File: src/rtl/vga_pkg.sv
// Shared VGA receiver types: palette codes, palette RGB values, default timing, pixel decode.
package vga_pkg;

  typedef enum logic [1:0] {
    BLACK = 2'd0,
    WHITE = 2'd1,
    BLUE  = 2'd2,
    GREEN = 2'd3
  } color_e;

  // Pixel layout is {B[3:0], G[3:0], R[3:0]}.
  localparam logic [11:0] RgbBlack = 12'h000;
  localparam logic [11:0] RgbWhite = 12'hFFF;
  localparam logic [11:0] RgbBlue  = 12'hF00;
  localparam logic [11:0] RgbGreen = 12'h0F0;

  // 1280x1024 default timing: display, front porch, sync, back porch.
  localparam int unsigned DefHd = 1280;
  localparam int unsigned DefHf = 48;
  localparam int unsigned DefHr = 112;
  localparam int unsigned DefHb = 248;
  localparam int unsigned DefVd = 1024;
  localparam int unsigned DefVf = 1;
  localparam int unsigned DefVr = 3;
  localparam int unsigned DefVb = 38;

  typedef struct packed {
    color_e color;
    logic   bad;
  } decode_t;

  // Out-of-palette values decode to BLACK and raise the bad flag.
  function automatic decode_t decode_rgb(logic [11:0] rgb);
    decode_t res;
    res.color = BLACK;
    res.bad   = 1'b0;
    case (rgb)
      RgbBlack: res.color = BLACK;
      RgbWhite: res.color = WHITE;
      RgbBlue:  res.color = BLUE;
      RgbGreen: res.color = GREEN;
      default:  res.bad   = 1'b1;
    endcase
    return res;
  endfunction

endpackage

File: src/rtl/vga_edge_det.sv
// Input-stage register for a sync line plus rising-edge detect on the registered copy.
module vga_edge_det (
  input  logic clk,
  input  logic arstn,
  input  logic d_i,
  output logic level_o,
  output logic rise_o
);

  logic level_q, level_d;
  logic prev_q, prev_d;

  // Next state: capture the pin, then remember the previous registered level.
  always_comb begin
    level_d = d_i;
    prev_d  = level_q;
  end

  // State registers.
  always_ff @(posedge clk or negedge arstn) begin
    if (!arstn) begin
      level_q <= 1'b0;
      prev_q  <= 1'b0;
    end else begin
      level_q <= level_d;
      prev_q  <= prev_d;
    end
  end

  assign level_o = level_q;
  assign rise_o  = level_q & ~prev_q;

endmodule

File: src/rtl/vga_rx.sv
// VGA receiver: locks onto hs/vs timing, then emits display pixels with coordinates and palette code.
module vga_rx
  import vga_pkg::*;
#(
  parameter int unsigned HSYNC_BITS = 11,
  parameter int unsigned VSYNC_BITS = 11,
  parameter int unsigned HD = DefHd,
  parameter int unsigned HF = DefHf,
  parameter int unsigned HR = DefHr,
  parameter int unsigned HB = DefHb,
  parameter int unsigned VD = DefVd,
  parameter int unsigned VF = DefVf,
  parameter int unsigned VR = DefVr,
  parameter int unsigned VB = DefVb
) (
  input  logic                  clk,
  input  logic                  arstn,
  input  logic                  vga_hs_i,
  input  logic                  vga_vs_i,
  input  logic [11:0]           rgb_i,
  output logic                  pix_valid_o,
  output logic [HSYNC_BITS-1:0] pix_x_o,
  output logic [VSYNC_BITS-1:0] pix_y_o,
  output logic [11:0]           rgb_o,
  output logic [1:0]            color_o,
  output logic                  bad_color_o,
  output logic                  locked_o,
  output logic                  frame_start_o,
  output logic                  err_o
);

  localparam int unsigned HTOTAL = HD + HF + HR + HB;
  localparam int unsigned VTOTAL = VD + VF + VR + VB;
  localparam int unsigned HSTART = HR + HB;
  localparam int unsigned VSTART = VR + VB;

  localparam logic [HSYNC_BITS-1:0] HMax  = '1;
  localparam logic [VSYNC_BITS-1:0] VMax  = '1;
  localparam logic [HSYNC_BITS-1:0] HLast = HSYNC_BITS'(HTOTAL - 1);
  localparam logic [VSYNC_BITS-1:0] VLast = VSYNC_BITS'(VTOTAL - 1);

  typedef enum logic [1:0] {StUnlocked, StAcquire, StLocked} state_e;

  logic hs_lvl_unused, hs_rise, vs_lvl, vs_rise;
  logic [11:0] rgb_in_q;

  logic [HSYNC_BITS-1:0] hcnt_q, hcnt_d;
  logic [VSYNC_BITS-1:0] vcnt_q, vcnt_d;

  state_e state_q, state_d;
  logic   acq_fail_q, acq_fail_d;
  logic   locked_q, locked_d;
  logic   err_q, err_d;

  logic line_fail, frame_fail, hsat;

  logic                  in_win, h_in, v_in;
  logic [HSYNC_BITS-1:0] win_x;
  logic [VSYNC_BITS-1:0] win_y;
  decode_t               dec;

  logic                  pix_valid_q, pix_valid_d;
  logic [HSYNC_BITS-1:0] pix_x_q, pix_x_d;
  logic [VSYNC_BITS-1:0] pix_y_q, pix_y_d;
  logic [11:0]           rgb_q, rgb_d;
  color_e                color_q, color_d;
  logic                  bad_color_q, bad_color_d;
  logic                  frame_start_q, frame_start_d;

  vga_edge_det u_hs_det (
    .clk     (clk),
    .arstn   (arstn),
    .d_i     (vga_hs_i),
    .level_o (hs_lvl_unused),
    .rise_o  (hs_rise)
  );

  vga_edge_det u_vs_det (
    .clk     (clk),
    .arstn   (arstn),
    .d_i     (vga_vs_i),
    .level_o (vs_lvl),
    .rise_o  (vs_rise)
  );

  // Line/column counters; hcnt_d is the column of the pixel now in rgb_in_q, hcnt_q the one before.
  always_comb begin
    if (hs_rise) begin
      hcnt_d = '0;
    end else if (hcnt_q == HMax) begin
      hcnt_d = HMax;
    end else begin
      hcnt_d = hcnt_q + 1'b1;
    end
    vcnt_d = vcnt_q;
    if (hs_rise) begin
      if (vs_rise || (vs_lvl && (vcnt_q >= VLast))) begin
        vcnt_d = '0;
      end else if (vcnt_q != VMax) begin
        vcnt_d = vcnt_q + 1'b1;
      end
    end
  end

  assign line_fail  = hs_rise && (hcnt_q != HLast);
  assign frame_fail = vs_rise && (vcnt_q != VLast);
  assign hsat       = !hs_rise && (hcnt_q == HMax);

  // Lock FSM next state: one clean frame between two vs edges is required to lock.
  always_comb begin
    state_d    = state_q;
    acq_fail_d = acq_fail_q;
    err_d      = 1'b0;
    unique case (state_q)
      StUnlocked: begin
        if (vs_rise) begin
          state_d    = StAcquire;
          acq_fail_d = 1'b0;
        end
      end
      StAcquire: begin
        if (vs_rise) begin
          // A line failure on the same edge blocks the lock.
          if (!line_fail && !frame_fail && !acq_fail_q) begin
            state_d = StLocked;
          end
          acq_fail_d = 1'b0;
        end else if (line_fail) begin
          acq_fail_d = 1'b1;
        end
      end
      StLocked: begin
        if (line_fail || frame_fail || hsat) begin
          state_d = StUnlocked;
          err_d   = 1'b1;
        end
      end
      default: state_d = StUnlocked;
    endcase
    locked_d = (state_d == StLocked);
  end

  // Display window and pixel output next state; coordinates and data hold outside the window.
  always_comb begin
    h_in   = (32'(hcnt_d) >= HSTART) && (32'(hcnt_d) < HSTART + HD);
    v_in   = (32'(vcnt_d) >= VSTART) && (32'(vcnt_d) < VSTART + VD);
    in_win = (state_q == StLocked) && h_in && v_in;
    win_x  = HSYNC_BITS'(32'(hcnt_d) - HSTART);
    win_y  = VSYNC_BITS'(32'(vcnt_d) - VSTART);
    dec    = decode_rgb(rgb_in_q);

    pix_valid_d   = in_win;
    bad_color_d   = in_win && dec.bad;
    frame_start_d = in_win && (win_x == '0) && (win_y == '0);
    pix_x_d       = pix_x_q;
    pix_y_d       = pix_y_q;
    rgb_d         = rgb_q;
    color_d       = color_q;
    if (in_win) begin
      pix_x_d = win_x;
      pix_y_d = win_y;
      rgb_d   = rgb_in_q;
      color_d = dec.color;
    end
  end

  // All state: input stage, counters, FSM and registered outputs.
  always_ff @(posedge clk or negedge arstn) begin
    if (!arstn) begin
      rgb_in_q      <= '0;
      hcnt_q        <= '0;
      vcnt_q        <= '0;
      state_q       <= StUnlocked;
      acq_fail_q    <= 1'b0;
      locked_q      <= 1'b0;
      err_q         <= 1'b0;
      pix_valid_q   <= 1'b0;
      pix_x_q       <= '0;
      pix_y_q       <= '0;
      rgb_q         <= '0;
      color_q       <= BLACK;
      bad_color_q   <= 1'b0;
      frame_start_q <= 1'b0;
    end else begin
      rgb_in_q      <= rgb_i;
      hcnt_q        <= hcnt_d;
      vcnt_q        <= vcnt_d;
      state_q       <= state_d;
      acq_fail_q    <= acq_fail_d;
      locked_q      <= locked_d;
      err_q         <= err_d;
      pix_valid_q   <= pix_valid_d;
      pix_x_q       <= pix_x_d;
      pix_y_q       <= pix_y_d;
      rgb_q         <= rgb_d;
      color_q       <= color_d;
      bad_color_q   <= bad_color_d;
      frame_start_q <= frame_start_d;
    end
  end

  assign pix_valid_o   = pix_valid_q;
  assign pix_x_o       = pix_x_q;
  assign pix_y_o       = pix_y_q;
  assign rgb_o         = rgb_q;
  assign color_o       = color_q;
  assign bad_color_o   = bad_color_q;
  assign locked_o      = locked_q;
  assign frame_start_o = frame_start_q;
  assign err_o         = err_q;

endmodule
File: config.mk
export PLATFORM = sky130hd
export DESIGN_NAME = vga_rx
export DESIGN_NICKNAME = d
export VERILOG_FILES = /design/src/rtl/vga_pkg.sv /design/src/rtl/vga_edge_det.sv /design/src/rtl/vga_rx.sv
export SDC_FILE = /design/constraint.sdc
export NUM_CORES = 1
export LEC_CHECK = 0
export CAP_MARGIN = 5
export CORE_ASPECT_RATIO = 1.5
export CORE_MARGIN = 5
export CORE_UTILIZATION = 57
export CTS_BUF_LIST = sky130_fd_sc_hd__clkbuf_4 sky130_fd_sc_hd__clkbuf_8
export DETAILED_ROUTE_END_ITERATION = 10
export PLACE_DENSITY = 0.82
export RECOVER_POWER = 25
export SETUP_SLACK_MARGIN = 0.02
export SYNTH_ARGS = -nofsm -noshare
export SYNTH_HDL_FRONTEND = slang
export SYNTH_SLANG_ARGS = --single-unit
File: constraint.sdc
create_clock -name clk -period 3.89 [get_ports clk]
set_input_delay 1.167 -clock clk [delete_from_list [all_inputs] [get_ports clk]]
set_output_delay 1.167 -clock clk [all_outputs]
set_load 0.01 [all_outputs]
==> Word level (Yosys, flattened, before mapping) <==
Cells that the tools add are included.
{ "op_classes": {"add_sub_neg": 4, "multipliers": 0, "n_div": 0, "order_cmp": 5, "eq_ne": 12, "shift": 0, "muxes": 18, "bitwise_logic": 4, "n_reduce_logical": 27} }
{ "op_table": {"columns": ["cell", "count"], "rows": [
  ["11-bit two-way mux", 5],
  ["11-bit != test, second input constant", 3],
  ["12-bit == test, second input constant", 2],
  ["11-bit by 1-bit adder with 11-bit output, second input constant", 2],
  ["11-bit zero test", 2],
  ["11-bit < comparator, second input constant", 2],
  ["1-bit logical AND", 13],
  ["12-bit by 8-bit == test with 1-bit output, second input constant", 1],
  ["12-bit zero test", 1],
  ["2-bit case mux with 3 select lines", 2],
  ["11-bit == test, second input constant", 1],
  ["11-bit >= comparator, second input constant", 1],
  ["11-bit by 6-bit >= comparator with 1-bit output, second input constant", 1],
  ["11-bit by 9-bit >= comparator with 1-bit output, second input constant", 1],
  ["11-bit by 6-bit subtractor with 11-bit output, second input constant", 1],
  ["11-bit by 9-bit subtractor with 11-bit output, second input constant", 1],
  ["2-bit two-way mux", 4],
  ["1-bit two-way mux", 6],
  ["2-bit == test, second input constant", 2],
  ["1-bit zero test", 4],
  ["4-bit OR reduction", 1],
  ["1-bit logical OR", 3],
  ["3-bit != test, second input constant", 1],
  ["3-bit AND reduction", 1],
  ["7 further kinds", 9]
]} }
{ "word_totals": {"register_bits": 82, "latch_bits": 0, "mem_bits_rw": 0, "mem_bits_ro": 0, "input_bits": 16, "mem_count": 0} }

==> Depth between registers and ports, before layout <==
{ "depth": {"depth_word": 10, "mapped_depth": 17, "ltp_nobuf": 15} }

==> Modules after synthesis <==
A second synthesis with hierarchy kept.
{ "hier_totals": {"cells_unflattened": 421, "hier_area_um2": 4400.5} }
{ "by_module_without_submodules": {"columns": ["mod", "n_inst", "cells_each", "area_per_inst_um2"], "rows": [
  ["vga_rx", 1, 415, 4272.8],
  ["vga_edge_det", 2, 3, 63.8]
]} }

==> Worst setup path after synthesis <==
OpenSTA, ideal clock, no wires.
{ "synth_path": {"path_kind": "reg2reg", "startpoint": "reg hcnt_q[0]", "endpoint": "reg pix_x_q[9], in the netlist pix_x_o[9]", "setup_time_ns": 0.125, "arrival_ns": 3.295, "required_ns": 3.765, "slack_ns": 0.470, "stages_incl_launch_ff": 13, "n_path_buf": 3, "synth_period_minus_slack_ns": 3.420, "cell_sequence": "dfrtp_1 ha_1 nand4_2 or4_1 buf_2 a2111oi_4 o211ai_1 or4_1 a311oi_2 nand3_1 buf_6 buf_6 mux2_4"} }
{ "synth_between": {"elab_chain_cells": 7, "word_cells_on_any_way": 10, "classes_between": "add/sub: 2; order compare: 2; eq/ne: 1; mux: 2; reduce/logical: 3"} }
{ "synth_lines": {"columns": ["item", "line", "text"], "rows": [
  ["start: declaration", "vga_rx.sv:47", "logic [HSYNC_BITS-1:0] hcnt_q, hcnt_d;"],
  ["start signal: assignment", "vga_rx.sv:186", "hcnt_q <= hcnt_d;"],
  ["11-bit by 1-bit adder with 11-bit output or 11-bit == test (tied branches)", "vga_rx.sv:93, vga_rx.sv:90", null],
  ["11-bit two-way mux *", "vga_rx.sv:90", "end else if (hcnt_q == HMax) begin"],
  ["11-bit two-way mux *", "vga_rx.sv:88", "if (hs_rise) begin"],
  ["11-bit by 9-bit >= comparator with 1-bit output or 11-bit < comparator (tied branches)", "vga_rx.sv:145", "h_in = (32'(hcnt_d) >= HSTART) && (32'(hcnt_d) < HSTART + HD);"],
  ["1-bit logical AND", "vga_rx.sv:145", null],
  ["1-bit logical AND (2 in a row)", "vga_rx.sv:147", "in_win = (state_q == StLocked) && h_in && v_in;"],
  ["end signal: assignment", "vga_rx.sv:193", "pix_x_q <= pix_x_d;"],
  ["end: declaration", "vga_rx.sv:63", "logic [HSYNC_BITS-1:0] pix_x_q, pix_x_d;"]
]} }
Mark *: on every way between the ends. The rest lies on a longest branch, timed or not.
A chain may end at the register's enable or synchronous reset.

==> Worst setup path in the final report <==
Ends and elaborated chain as after synthesis.

==> summary.txt <==
Outcome
  – Status: complete, but fails checks
  – Failing checks: capacitance limit, slew limit

Global routing
  – Largest net degree at the start of global routing: 83
  – Remaining global-route overflow: 0
  – Number of global-route vias before repair: 3270
  – Initial antenna violation count: 0
  – First-pass GRT wire length: 15900 um
  – Total GRT Usage: 22.2%

Drt
  – Routed wire per std cell: 17.1 um
  – Routed WL: 9460 um
  – Post-route ant nets: 0
  – Drt via density: 5.91
  – Initial drt markers: 287
  – Via count: 3267
  – Drt first pass iters: 5
  – Residual DRC: 0

Clocking
  – TritonCTS Sinks: 82
  – Total CTS buffers: 9
  – Hold_buf cts: 0
  – H-Tree Depth: 3
  – Clk slew on worst S/H paths: 0.08 ns
  – Root buffer cell: clkbuf_8
  – Clk Latency, worst-skew pair: 0.36 ns
  – CTS tree: done
  – Post-CTS setup buffers: 0
  – Clk buf depth: 2

Yosys
  – Ys Warns: 0
  – Post-synthesis sequential area ratio: 49.1%
  – Most instantiated cells after synthesis: 82 x dfrtp_1, 29 x mux2_2, 26 x nor2_1
  – Synth Cell Area: 4180 um^2
  – Synthesized flop and latch total: 82
  – Prevailing post-synth register cell: dfrtp_1
  – Post-synth EDFFs: 0
  – Most frequent cell after synthesis: dfrtp_1
  – Syn nets: 414
  – Post-synth ARST share: 100%
  – Syn avg cell area: 10.7 um^2
  – Synth unique cells: 54
  – Yosys top cell area share: 49.1%
  – Top cells by area, synth: dfrtp_1 49%, mux2_2 7.8%, mux2i_1 3.1%, xnor2_1 2.7%, nor2_1 2.3%
  – Post-synth top area cell: dfrtp_1
  – Cells after Synth: 391

Worst setup path
  – CP required: 4.13 ns
  – Startpoint Class: flop
  – CP Class: reg -> reg
  – Crit. End Element: flop
  – Register-to-Register Path Depth: 10
  – CP Max Fanout: 39
  – WP data arrival: 3.93 ns
  – Beginning of the critical path: hcnt_q[0]$_DFF_PN0_
  – Worst r2r src: hcnt_q[0]$_DFF_PN0_

Pwr
  – Leak pwr: 0.00229 uW
  – Power density over cell area: 398 nW/um^2
  – Max VDD drop: 0.000296 V

STA
  – Fin Clk Skew: 0.0121 ns
  – Endpoints failing hold: 0
  – Final worst slack: 0.198 ns
  – RSZ-0062 raised after global routing: no
  – Slew Limit Fails: 83
  – Setup TNS Final: 0 ns
  – Fmax: 0.271 GHz
  – Final setup vio count: 0
  – Minimum clock period: 3.69 ns
  – Slew headroom: -30.3%
  – Worst-margin pin slew: 1.95 ns
  – Final period util: 94.9%

Final layout
  – Diodes inserted: 0
  – NumNets Final: 471
  – Final core occ: 70.9%
  – Layout cells sized above 1: 14.1%
  – Area Growth Syn to Fin: 21.9%

Worst hold path
  – Hold Crit Class: reg -> reg
  – Hold Crit Depth: 0
  – Hold path startpoint: u_hs_det.level_o$_DFF_PN0_

Placed design
  – Worst slack, placed: 0.122 ns
  – Final HPWL DP: 6940 um
  – GPL Wtd Cong: 0.854
  – Port bufs: 56

Die
  – Die height: 115 um
  – # rows: 38
  – DIE WIDTH: 79.9 um
  – I/O pins: 57
  – Die ar.: 9170 um^2
  – Initial Util: 58.2%
  – Core area: 7180 um^2

Flow run
  – MaxCap Viol Count: 1
==> metrics by stage <==
step | cell area [um^2] | hold slack [ns] | instances | power (uW)
CTS | 5090 | 0.435 | 553 | 2030
finish | 5090 | 0.432 | 553 | 2030
floorplan | 4180 | 0.388 | 391 | 1190
global placement | 4840 | 0.406 | 537 | 1280
detailed placement | 4840 | 0.415 | 537 | 1300
global route | 5090 | 0.467 | 553 | 2120
==> final timing paths <==
check / slack (ns) / endpoint
max: 0.20 / pix_x_o[9]$_DFFE_PN0P_
min: 0.43 / u_hs_det.prev_q$_DFF_PN0_
max reg2reg: 0.20 / pix_x_o[9]$_DFFE_PN0P_
min reg2reg: 0.43 / u_hs_det.prev_q$_DFF_PN0_
max in group asynchronous: 1.39 / pix_y_o[7]$_DFFE_PN0P_
min in group asynchronous: 1.34 / hcnt_q[2]$_DFF_PN0_
==> critical path, stage by stage (launching register included) <==
cell	delay (ns)
dfrtp_1	0.43
ha_1	0.28
nand4_2	0.18
or4_1	0.71
a2111oi_4	0.34
o211ai_1	0.16
or4_1	0.52
a311oi_2	0.29
nand3_2	0.14
buf_12	0.20
mux2_4	0.31
==> timing repair <==
action                     in CTS  in global routing
setup endpoints to repair       0                 29
hold endpoints to repair        0                  0
gates resized for setup         0                  3
==> registers in the layout, indices dropped and copies added, names as in the netlist, named ones only <==
signal / flops
u_hs_det.level_o: 1
err_o: 1
u_hs_det.prev_q: 1
pix_valid_o: 1
color_o: 2
locked_o: 1
acq_fail_q: 1
rgb_o: 12
frame_start_o: 1
u_vs_det.prev_q: 1
bad_color_o: 1
hcnt_q: 11
vcnt_q: 10
pix_x_o: 11
rgb_in_q: 12
pix_y_o: 11
state_q: 2
u_vs_det.level_o: 1
==> layer usage <==
metal / vias to the layer above / track usage [%] / share of wire [%]
met5: - / 0 / 0
li1: 1536 / - / -
met1: 1581 / 27.0 / 40
met4: 0 / 12.1 / 4.0
met3: 29 / 5.72 / 6.1
met2: 121 / 36.0 / 50
==> cell type report <==
type | count | area [um^2]
fillers | 499 | 2090
flip-flops and latches | 82 | 2050
multi-input cells | 274 | 1990
repair buffers | 63 | 617
clock buffers | 10 | 131
well taps | 100 | 125
clock inverters | 6 | 114
inverters | 18 | 67.6
==> cell usage in the layout, fill, tap and decap left out, types with 6 or more instances in the layout <==
| cell type | n |
|---|---|
| or4_1 | 8 |
| o21ai_0 | 15 |
| clkdlybuf4s50_1 | 41 |
| o211ai_1 | 6 |
| clkbuf_8 | 9 |
| a21oi_1 | 14 |
| inv_1 | 18 |
| ha_1 | 7 |
| mux2i_1 | 13 |
| nand2_1 | 19 |
| dfrtp_1 | 82 |
| and3_1 | 8 |
| nor4_1 | 6 |
| nor3_1 | 13 |
| nor2_1 | 26 |
| xor2_1 | 7 |
| nand3_1 | 14 |
| dlygate4sd3_1 | 14 |
| xnor2_1 | 13 |
| nand3b_1 | 6 |
| mux2_2 | 29 |
| nand4_1 | 7 |
==> kinds of logic after synthesis <==
kind of cell / synth area share [%]
compound gates: 11.9
flops: 49.1
simple gates: 17.7
buf+inv: 3.68
mux: 11.3
xor+xnor: 4.19
fa+ha+maj: 2.10
==> power by group <==
| part | internal, uW | switching [uW] |
|---|---|---|
| registers | 900 | 72.2 |
| logic | 128 | 185 |
| clock network | 435 | 305 |
| total | 1460 | 562 |
(Power assumes the default switching activity.)
